$ cat config.mk
export PLATFORM = sky130hd
export DESIGN_NAME = ctrl_sequencer
export DESIGN_NICKNAME = d
export VERILOG_FILES = /design/src/rtl/ctrl_sequencer.sv
export SDC_FILE = /design/constraint.sdc
export NUM_CORES = 1
export LEC_CHECK = 0
export BUFFER_PORTS_ARGS = -buffer_cell sky130_fd_sc_hd__buf_2
export CORE_AREA = 2 2 67 69
export DETAILED_ROUTE_END_ITERATION = 8
export DIE_AREA = 0 0 69 71
export GPL_TIMING_DRIVEN = 1
export PLACE_DENSITY = 0.61
export SETUP_SLACK_MARGIN = 0.4
export SLEW_MARGIN = 20
export SYNTH_ARGS = -nofsm -noshare
export SYNTH_HDL_FRONTEND = slang
export SYNTH_SLANG_ARGS = --single-unit
export TNS_END_PERCENT = 50
$ cat constraint.sdc
create_clock -name clk -period 6.85 [get_ports clk]
set_input_delay 1.0275 -clock clk [delete_from_list [all_inputs] [get_ports clk]]
set_output_delay 1.0275 -clock clk [all_outputs]
set_load 0.1 [all_outputs]
$ cat src/rtl/ctrl_sequencer.sv
// Registered control sequencer: state register, next-state logic and datapath strobes
// for the simple CPU, with multi-cycle ALU execute, memory stall, HALT/resume and retire count.
module ctrl_sequencer #(
    parameter int unsigned OPCODE_W   = 4,
    parameter int unsigned ALU_CYCLES = 2,
    parameter int unsigned CNT_W      = 16
) (
    input  logic                clk,
    input  logic                rst,
    input  logic                start,
    input  logic [OPCODE_W-1:0] opcode,
    input  logic                mem_ready,
    output logic [4:0]          state,
    output logic                ir_load,
    output logic                pc_inc,
    output logic                pc_load,
    output logic                alu_en,
    output logic                reg_we,
    output logic                busy,
    output logic                halted,
    output logic [CNT_W-1:0]    instr_count
);

    typedef enum logic [4:0] {
        IDLE   = 5'b11111,
        FETCH  = 5'b10000,
        DECODE = 5'b00000,
        LOAD   = 5'b00001,
        MOV    = 5'b00010,
        EXEC   = 5'b00011,
        WB     = 5'b00101,
        BRANCH = 5'b00110,
        HALT   = 5'b01000
    } state_e;

    localparam logic [4:0] EXEC_INIT = 5'(ALU_CYCLES - 1);

    state_e             state_q, state_d;
    logic [4:0]         exec_q, exec_d;
    logic [CNT_W-1:0]   cnt_q, cnt_d;
    logic               retire;

    always_comb begin
        state_d = state_q;
        exec_d  = exec_q;
        retire  = 1'b0;
        case (state_q)
            IDLE:   if (start) state_d = FETCH;
            FETCH:  if (mem_ready) state_d = DECODE;
            DECODE: begin
                if (opcode == OPCODE_W'(0)) begin
                    state_d = LOAD;
                end else if (opcode == OPCODE_W'(1)) begin
                    state_d = MOV;
                end else if (opcode >= OPCODE_W'(2) && opcode <= OPCODE_W'(5)) begin
                    state_d = EXEC;
                    exec_d  = EXEC_INIT;
                end else if (opcode == OPCODE_W'(6)) begin
                    state_d = BRANCH;
                end else if (opcode == OPCODE_W'(7)) begin
                    state_d = HALT;
                    retire  = 1'b1;
                end else begin
                    // Unmapped opcodes behave as NOP and still retire.
                    state_d = FETCH;
                    retire  = 1'b1;
                end
            end
            LOAD: begin
                if (mem_ready) begin
                    state_d = FETCH;
                    retire  = 1'b1;
                end
            end
            MOV, WB, BRANCH: begin
                state_d = FETCH;
                retire  = 1'b1;
            end
            EXEC: begin
                if (exec_q != 5'd0) exec_d = exec_q - 5'd1;
                else                state_d = WB;
            end
            HALT:   if (start) state_d = FETCH;
            default: state_d = IDLE;
        endcase
        cnt_d = cnt_q + CNT_W'(retire);
    end

    always_ff @(posedge clk) begin
        if (rst) begin
            state_q <= IDLE;
            exec_q  <= '0;
            cnt_q   <= '0;
        end else begin
            state_q <= state_d;
            exec_q  <= exec_d;
            cnt_q   <= cnt_d;
        end
    end

    // Strobes are decoded directly from the current state so they act in the same cycle.
    always_comb begin
        ir_load = 1'b0;
        pc_inc  = 1'b0;
        pc_load = 1'b0;
        alu_en  = 1'b0;
        reg_we  = 1'b0;
        case (state_q)
            FETCH: begin
                ir_load = mem_ready;
                pc_inc  = mem_ready;
            end
            LOAD:    reg_we  = mem_ready;
            MOV, WB: reg_we  = 1'b1;
            EXEC:    alu_en  = 1'b1;
            BRANCH:  pc_load = 1'b1;
            default: ;
        endcase
    end

    assign state       = state_q;
    assign busy        = (state_q != IDLE) && (state_q != HALT);
    assign halted      = (state_q == HALT);
    assign instr_count = cnt_q;

endmodule

# Word level (Yosys, flattened, before mapping)
# Cells that the tools add are included.
classes:
  add_sub_neg: 2
  n_lt_le_gt_ge: 2
  n_reduce_logical: 11
  n_eq_ne: 21
  mux: 25
op_table:
  columns: ["op", "n"]
  rows:
  - ["5-bit 2-to-1 mux", 13]
  - ["5-bit one-hot mux with 6 select lines", 1]
  - ["16-bit by 1-bit adder with 16-bit output", 1]
  - ["2-bit != test, second input constant", 7]
  - ["5-bit by 2-bit == test with 1-bit output, second input constant", 2]
  - ["5-bit by 3-bit == test with 1-bit output, second input constant", 2]
  - ["5-bit == test, second input constant", 2]
  - ["5-bit one-hot mux with 2 select lines", 1]
  - ["4-bit by 3-bit == test with 1-bit output, second input constant", 2]
  - ["1-bit 2-to-1 mux", 8]
  - ["5-bit by 1-bit == test with 1-bit output, second input constant", 1]
  - ["5-bit by 4-bit == test with 1-bit output, second input constant", 1]
  - ["5-bit zero test", 1]
  - ["5-bit by 4-bit != test with 1-bit output, second input constant", 1]
  - ["5-bit != test, second input constant", 1]
  - ["5-bit AND reduction", 1]
  - ["5-bit nonzero test", 1]
  - ["5-bit by 1-bit subtractor with 5-bit output, second input constant", 1]
  - ["4-bit by 1-bit == test with 1-bit output, second input constant", 1]
  - ["4-bit by 2-bit greater-or-equal comparator with 1-bit output, second input constant", 1]
  - ["4-bit by 3-bit <= comparator with 1-bit output, second input constant", 1]
  - ["4-bit zero test", 1]
  - ["4-bit AND reduction", 1]
  - ["2-bit OR reduction", 2]
  - ["other kinds (6)", 7]
totals:
  output_inout_bits: 28
  regBits: 26
  input_bits: 8
  wordCells: 64

# Logic depth before layout (Yosys ltp)
depth:
  word_depth: 7
  ltp_mapped: 11
  depth_no_buf: 10

# Worst setup path after synthesis
# No wires, ideal clock.
synth_timing:
  kind: "register to output"
  from: "reg state_q[4] (netlist: state[4])"
  to: "out pc_inc"
  stages_incl_launch_ff: 5
  slack_ps: 846
  arrival_time_ps: 4977
  required_ps: 5822
  n_path_buf: 2
  path_cell_list: "dfxtp_1 -> clkbuf_1 -> nand2_1 -> nor4_1 -> buf_4"
synth_between:
  elab_chain_cells: 2
synth_lines:
  columns: ["element", "line", "text"]
  rows:
  - ["from (decl)", "38", "state_e state_q, state_d;"]
  - ["from (signal assigned)", "95", "state_q <= state_d;"]
  - ["5-bit == test", null, null]
  - ["1-bit 2-to-1 mux", null, null]
  - ["to (decl)", "15", "output logic pc_inc,"]
# Every way passes these cells.

# Worst setup path after layout
layout_timing:
  from: "reg state_q[1] (netlist: state[1])"
  to: "out reg_we"
layout_between:
  elab_chain_cells: 3
  word_cells_on_any_way: 5
  cone_classes: "eq/ne (3); mux (1); reduce/logical (1)"
layout_lines:
  columns: ["element", "line", "text"]
  rows:
  - ["5-bit by 2-bit == test with 1-bit output / 5-bit by 3-bit == test with 1-bit output (equally long branches)", "108", "case (state_q)"]
  - ["2-bit OR reduction", "108", null]
  - ["1-bit one-hot mux with 2 select lines (*)", "108", null]
  - ["to (decl)", "18", "output logic reg_we,"]
# Every way passes the cells marked *; elsewhere a longest branch is shown, timed or not.

==> metrics <==
dominant cells by area after synthesis dfxtp_1, xnor2_1, nor2_1; mapped cell area 0.00160 sq mm; leading register cell type out of synthesis dfxtp_1; total track usage 0.136; DR WL/cell 12.5 microns; EDFF count, synth 0; layout cell share with drive strength beyond 1 0.268; die height 71 microns; Worst VDD drop 0.133 mV; first-pass GRT wire length 5490 microns; Initial DRC Count 49; CTS max path bufs 2; I/O pins 36; Placer Congestion 0.743; Worst Path Max Fanout 15; core region area 0.00420 sq mm; clk sinks 26; pwr/cell area 282 mW/mm^2; Resized cells post-CTS 0; Fin. Hold Viols 0; async set or reset register ratio after synthesis 0; cts hold-fix bufs 0; WP data required 5820 ps; total number of vias 1403; Max Cap Violations 0; Tmin final 3070 ps; Rows 24; die area 0.00490 sq mm; post-synth top area cell dfxtp_1; clk root buf clkbuf_8; Post-DP HPWL 2370 microns; FILL cells 432; Clock Skews 2.42 ps; net count after synthesis 196; Tcrit/Tclk final 0.449; Skew-Pair Late Insertion Delay 270 ps; Final WS setup 3780 ps; RSZ-0062 raised after global routing no; Critical Path Sink Type output port; dpl cells 261; Die Wd 69 microns; Clock transition at path regs 90 ps; Max Fclk 0.325 GHz; H-tree lvl count 1; Layout area overhead 13.7%; sequential element share of the synthesized area 0.325; drc violations 0; Tightest Pin Transition 571 ps; Final Setup Violations 0; setup slack at placement 3720 ps; largest net degree at the start of global routing 29; warning count from the yosys run 0; Initial Util 0.381; Avg Cell Area, Syn 8.71 sq um; Port Buf Inserts 35; Lkg Pwr 0.769 nW; CP startpoint kind register; Total Nets Final 226; post-synth top area share 0.325; number of setup buffers added after CTS 0; CTS tree done; Synth cell types 54; initial antenna violation count 0; gr ovfl total 0; Final Max Tran Viols 0; number of global-route vias before repair 1185; Seq cells post-synth 26; fin util 0.434; outcome finished, final reports clean; ANT cells 0; Cells after Synth 184; Final TNS setup 0 ps; CTS buffer count 3; worst hold path class reg2reg; Detailed Routing Iterations Pass 1 4; Post-Route WL 3310 microns; Routed Antenna Nets 0; crit path kind reg2out; post-route insts no fill 265; relative slew slack 0.619; Critical Path AT 2050 ps; detailed-route vias per instance 5.29
sequential cells by signal (all words and copies together) (netlist names):
| register | count |
|---|---|
| instr_count | 16 |
| state | 5 |
| exec_q | 5 |
per-stage QoR:
step                      instance area, sq um  power [mW]  hold slack, ps
after floorplan                           1600       0.397             457
after global placement                    1770       0.420             479
after detailed placement                  1770       0.419             477
after CTS                                 1820       0.519             496
after global routing                      1820       0.540             525
final                                     1820       0.514             487
where the power goes:
group | internal (mW) | leakage [nW] | total [mW] | switching, mW
Combinational | 0.0560 | 0.530 | 0.217 | 0.161
Clock | 0.0514 | 0.0288 | 0.0997 | 0.0483
Sequential | 0.161 | 0.210 | 0.197 | 0.0362
critical path: stages (launching register included):
cell and delay [ps]:
dfxtp_1 640, inv_1 220, o31a_2 340, nor3_1 120, buf_2 450
cells in the mapped netlist, drive strengths merged, types with 5 or more instances:
cell,count
o21ai,7
dfxtp,26
clkbuf,5
nor2,18
nand4,6
buf,5
xnor2,9
nand2,10
nor3,13
a21oi,5
nand3,6
inv,8
nor4,7
kinds of logic after synthesis:
logic type	Yosys count	share of synthesized area
AND/OR/NAND/NOR	85	0.316
AO/OA/AOI/OAI	31	0.141
flip-flops	26	0.325
buffers and inverters	18	0.0656
XOR/XNOR	13	0.0710
multiplexers	7	0.0507
adder cells (fa/ha/maj)	4	0.0312
cell type report:
cell class              instances  area (sq um)  area share
multi-input cells             140           977       0.536
flip-flops and latches         26           520       0.286
well taps                      52          65.1      0.0357
repair buffers                 35           175      0.0961
clock buffers                   4          55.1      0.0302
inverters                       8          30.0      0.0165
metal layers:
layer  share of wire  global-route usage  up-vias
li1                -                   -      719
met1            0.52               0.185      665
met2            0.45               0.217       14
met3           0.021              0.0299        5
met4           0.010              0.0392        0
met5               0                   0        -
final timing paths:
| kind | from | end | slack (ps) | cells past startpoint |
|---|---|---|---|---|
| hold / removal | exec_q[4] | exec_q[4] | 490 | 2 |
| setup / recovery | state[1] | reg_we | 3780 | 4 |
| setup reg to reg | state[1] | instr_count[14] | 4010 | 9 |
| hold reg to reg | exec_q[4] | exec_q[4] | 490 | 2 |
cells in the final DEF (no fill, tap or decap), types with 2 or more instances in the layout:
master and instances:
buf_2 35, dfxtp_1 26, nor2_1 18, nand2_1 10, nor3_1 9, xnor2_1 9
inv_1 8, o21ai_0 7, nand4_1 6, nor4_1 6, nand3_1 6, and3_1 4
a21oi_1 4, xor2_1 4, mux2i_1 4, ha_1 4, clkbuf_8 4, or3_1 3
o211ai_1 3, a31oi_1 3, nand2b_1 3, nor2b_1 3, nor3_2 2, nor3_4 2
a211oi_1 2, or2_2 2, mux2_4 2
Note: power is estimated with default switching activity, not from simulation.
